--- src/rtl/rr_mux_stage.sv ---
// Merges CH valid/ready producer channels onto one registered output stage
// with selectable round-robin or fixed-priority (lowest index) arbitration.
module rr_mux_stage #(
    parameter int unsigned n  = 32,
    parameter int unsigned CH = 3,
    parameter int unsigned SW = 2
) (
    input  logic            clk,
    input  logic            rst,
    input  logic [CH-1:0]   in_valid,
    input  logic [CH*n-1:0] in_data,
    output logic [CH-1:0]   in_ready,
    input  logic            prio_mode,
    output logic            out_valid,
    output logic [n-1:0]    out_data,
    output logic [SW-1:0]   out_sel,
    input  logic            out_ready
);

    typedef enum logic {
        EMPTY = 1'b0,
        FULL  = 1'b1
    } state_t;

    state_t        state;
    state_t        next_state;
    logic [SW-1:0] ptr;
    logic [SW-1:0] grant_idx;
    logic          grant_any;
    logic          can_load;
    logic          load;
    logic [SW-1:0] scan_idx;
    logic [n-1:0]  ch_data [CH];

    // Unpack the flat channel bus so the selected word can be indexed directly.
    for (genvar i = 0; i < CH; i++) begin : g_unpack
        assign ch_data[i] = in_data[i*n +: n];
    end

    assign out_valid = (state == FULL);
    assign can_load  = !out_valid || out_ready;
    assign load      = grant_any && can_load;

    // Arbiter: scan in reverse so the highest-precedence candidate is written last.
    always_comb begin
        grant_any = 1'b0;
        grant_idx = '0;
        scan_idx  = '0;
        if (prio_mode) begin
            for (int i = int'(CH) - 1; i >= 0; i--) begin
                if (in_valid[SW'(i)]) begin
                    grant_any = 1'b1;
                    grant_idx = SW'(i);
                end
            end
        end else begin
            for (int k = int'(CH) - 1; k >= 0; k--) begin
                scan_idx = SW'((int'(ptr) + k) % int'(CH));
                if (in_valid[scan_idx]) begin
                    grant_any = 1'b1;
                    grant_idx = scan_idx;
                end
            end
        end
    end

    always_comb begin
        in_ready = '0;
        if (load && !rst) begin
            in_ready = CH'(1) << grant_idx;
        end
    end

    // Stage occupancy: a load always leaves the register full, a bare drain empties it.
    always_comb begin
        next_state = state;
        case (state)
            EMPTY: begin
                if (load) begin
                    next_state = FULL;
                end
            end
            FULL: begin
                if (!load && out_ready) begin
                    next_state = EMPTY;
                end
            end
            default: next_state = EMPTY;
        endcase
    end

    always_ff @(posedge clk or posedge rst) begin
        if (rst) begin
            state <= EMPTY;
        end else begin
            state <= next_state;
        end
    end

    // Payload and round-robin pointer; the pointer only advances on round-robin grants.
    always_ff @(posedge clk or posedge rst) begin
        if (rst) begin
            out_data <= '0;
            out_sel  <= '0;
            ptr      <= '0;
        end else if (load) begin
            out_data <= ch_data[grant_idx];
            out_sel  <= grant_idx;
            if (!prio_mode) begin
                ptr <= (grant_idx == SW'(CH - 1)) ? '0 : SW'(grant_idx + 1'b1);
            end
        end
    end

endmodule

--- config.mk ---
export PLATFORM = sky130hd
export DESIGN_NAME = rr_mux_stage
export DESIGN_NICKNAME = d
export VERILOG_FILES = /design/src/rtl/rr_mux_stage.sv
export SDC_FILE = /design/constraint.sdc
export NUM_CORES = 1
export LEC_CHECK = 0
export CORE_AREA = 5 5 113 73
export DETAILED_ROUTE_END_ITERATION = 8
export DIE_AREA = 0 0 118 78
export PLACE_DENSITY = 0.78
export SETUP_SLACK_MARGIN = 0.3
export SLEW_MARGIN = 20
export SYNTH_ARGS = -nofsm -noshare
export SYNTH_HDL_FRONTEND = slang
export SYNTH_SLANG_ARGS = --single-unit
--- constraint.sdc ---
create_clock -name clk -period 2.45 [get_ports clk]
set_clock_uncertainty 0.1 [all_clocks]
set_input_delay 0.49 -clock clk [delete_from_list [all_inputs] [get_ports clk]]
set_output_delay 0.49 -clock clk [all_outputs]
set_load 0.05 [all_outputs]
==> run_results.csv <==
group,metric,value,unit
clocking,cts_buffers,5,
finish,layout_common_cells,"clkdlybuf4s50_1 (134), dfrtp_1 (36), nor2_1 (33)",
setup_path,r2r_setup_slack,0.14,ns
floorplan,ioPinCount,141,
floorplan,die_w,118,um
timing,finalHoldViolCount,0,
drt,post-route-drc-count,0,
synthesis,yosysWarningCount,0,
power,p_seq_share,18.1,%
place,dp_hpwl,6602,um
timing,setup-violations-final,3,
finish,diodes,0,
finish,post_route_cells_drive_above_1_share,33.00,%
run_status,failed_checks,"setup timing",
synthesis,yosysTopAreaCellShare,39.72,%
place,dpl.cell_count,475,
synthesis,seq_area_frac_synth,39.72,%
run_status,status,"complete, but fails checks",
finish,regArea,927.1,um2
clocking,cts_root_buf,"clkbuf_16",
finish,design_area,4609,um2
floorplan,start_util,33.17,%
floorplan,die-area,9204,um2
job,drv_cap,0,
clocking,clk_pin_slew,0.06,ns
clocking,clockBufferDepth,2,
power,p_comb_share,69.5,%
place,place_ws,-0.3459,ns
drt,first_iter_violations,126,
grt,grt_overflow,0,
finish,fin_nets,506,
drt,ant_nets,0,
grt,grt_usage,19.31,%
grt,grt_max_degree,30,
power,p_int,3.138,mW
drt,wl_per_cell,18.58,um
setup_path,start_kind,"flip-flop",
drt,firstDrtPassIters,5,
grt,grt_pass1_wl,14590,um
floorplan,core_region_area,7027,um2
setup_path,crit_required,1.86,ns
timing,rsz0062_at_grt,"true",
synthesis,synth_cells,240,
power,clkPwrFrac,12.3,%
place,port_buffers,140,
setup_path,cp_max_fo,4,
drt,vias_per_cell,5.234,
synthesis,netlist_area,2331,um2
min_path,hp-class,"in -> async",
drt,wirelength,9123,um
floorplan,die_y,78,um
clocking,cts.sinks,37,
finish,multiInputGateArea,1595,um2
setup_path,r2r_end,"out_sel[1]$_DFFE_PP0P_",
power,vdd_drop_max,0.0006743,V
synthesis,ys_types,37,
place,place.gp.congestion,0.9030,
synthesis,synth_top_cells_by_area,"dfrtp_1 (40%), a22oi_2 (14%), a31oi_1 (8.6%), nand3_1 (7.1%), nor2_1 (5.5%)",
setup_path,arrival,2.09,ns
grt,antenna_found_initial,0,
timing,finalCritPeriodShare,109.4,%
setup_path,end_kind,"output pin",
timing,fmax,372.9,MHz
timing,worst_pin_slew,0.5366,ns
setup_path,worstRegToRegCells,8,
place,placed_area,3991,um2
timing,slew_viol_final,0,
synthesis,syn_nets,347,
clocking,insertion_delay,0.27,ns
power,power.leakage,1.762,nW
power,switching_share,47.83,%
power,p_sw,2.877,mW
synthesis,synth-seq-cells,37,
timing,setup_slack,-0.2314,ns
floorplan,rows,24,
timing,period_needed,2.681,ns
power,power.density,1305,nW/um2
clocking,htree_num_levels,2,
synthesis,synth_top_area_cell,"dfrtp_1",
timing,maxSlewHeadroom,64.11,%
synthesis,syn_area_per_cell,9.712,um2
finish,final.fill_count,581,
finish,area_growth,97.75,%
clocking,hold_buffers,0,
finish,mostFrequentLayoutCell,"clkdlybuf4s50_1",
clocking,cts_tree,"yes",
setup_path,worstSetupPathType,"reg -> out",
setup_path,worstReg2RegStart,"ptr[1]$_DFFE_PP0P_",
grt,grt_pass1_vias,2799,
drt,routed-via-count,2570,
finish,fin_cells,491,
state kept, by name (all words and copies together), names as in the netlist:
name / count
out_sel: 2
out_valid: 1
ptr: 2
out_data: 32
worst max-delay path by stage:
stage	end	start	cells after the start	slack, ns
after detailed placement	in_ready[0]	in_valid[0]	7	-0.35
after floorplan	in_ready[2]	ptr[1]$_DFFE_PP0P_	7	0.03
final	in_ready[0]	ptr[0]$_DFFE_PP0P_	8	-0.23
after global routing	in_ready[0]	ptr[0]$_DFFE_PP0P_	8	-0.30
after global placement	in_ready[0]	in_valid[0]	7	-0.27
after CTS	in_ready[0]	ptr[1]$_DFFE_PP0P_	8	-0.26
critical path, stage by stage (launching register included):
cell      delay (ns)
dfrtp_1         0.39
inv_2           0.08
ha_4            0.16
mux2i_2         0.23
o211ai_1        0.15
o311a_4         0.38
nor2_4          0.10
and3_4          0.19
buf_12          0.13
routing by layer:
| layer | vias up | part of all wire [%] | global-route usage [%] |
|---|---|---|---|
| met5 | - | 0 | 0 |
| met4 | 0 | 1.3 | 4.926 |
| met3 | 12 | 6.7 | 6.105 |
| met2 | 112 | 48 | 32.22 |
| met1 | 1222 | 44 | 24.44 |
| li1 | 1224 | - | - |
layout make-up:
type,instances,area share [%]
clock buffer,7,3.094
clock inverter,1,0.6515
inverter,7,0.6515
multi-input combinational,176,34.61
sequential,37,20.11
tap,91,2.470
timing repair buffer,172,38.41
Yosys cell counts, drive strengths merged:
| master | number |
|---|---|
| a31oi | 32 |
| nand3 | 33 |
| a211o | 1 |
| and3 | 3 |
| o211a | 1 |
| buf | 16 |
| o21ai | 6 |
| and2b | 2 |
| ha | 4 |
| or2 | 1 |
| o311a | 1 |
| and3b | 1 |
| mux2i | 2 |
| nor2 | 34 |
| and2 | 2 |
| a21boi | 1 |
| a211oi | 2 |
| o211ai | 1 |
| mux2 | 3 |
| dfrtp | 37 |
| nand2 | 4 |
| clkbuf | 4 |
| o311ai | 1 |
| a22oi | 32 |
| nand2b | 1 |
| nand4 | 1 |
| nor4 | 1 |
| a41oi | 1 |
| inv | 7 |
| nor2b | 3 |
| nand3b | 2 |
power by group through the flow:
stage          clock network [mW]  registers, mW  logic [mW]
4_1_cts                     0.763           1.09        3.92
3_3_place_gp                    0           1.08        3.57
6_report                    0.742           1.09        4.18
3_5_place_dp                    0           1.10        3.62
5_1_grt                     0.801           1.13        4.44
2_1_floorplan                   0           2.09        1.43
timing repair:
| item | CTS | global route |
|---|---|---|
| pin swaps | 8 | 62 |
| gates cloned | 3 | 0 |
| gates resized for setup | 22 | 55 |
| buffers inserted | 5 | 0 |
| setup endpoints to repair | 39 | 39 |
| endpoints found under the hold margin | 0 | 0 |
stage by stage:
step                      utilization [%]  TNS (ns)  total power, mW  hold slack [ns]
after floorplan                         -         0            3.523           0.3631
after global placement              56.80    -2.836            4.645           0.3899
after detailed placement            56.80    -6.152            4.719           0.3996
after CTS                           61.73   -0.7756            5.774           0.3842
after global routing                65.60   -0.8494            6.371           0.3901
final                               65.60   -0.6151            6.016           0.3880
cells by family (layout without fill, tap and decap cells):
family | Yosys count | count (layout) | synth area share [%]
adder cells (fa/ha/maj) | 4 | 4 | 2.147
AND/OR/NAND/NOR | 88 | 88 | 18.36
flip-flops | 37 | 37 | 39.72
multiplexers | 5 | 5 | 2.308
buffers and inverters | 27 | 187 | 6.387
AO/OA/AOI/OAI | 79 | 79 | 31.08
Note: power is estimated with default switching activity, not from simulation.
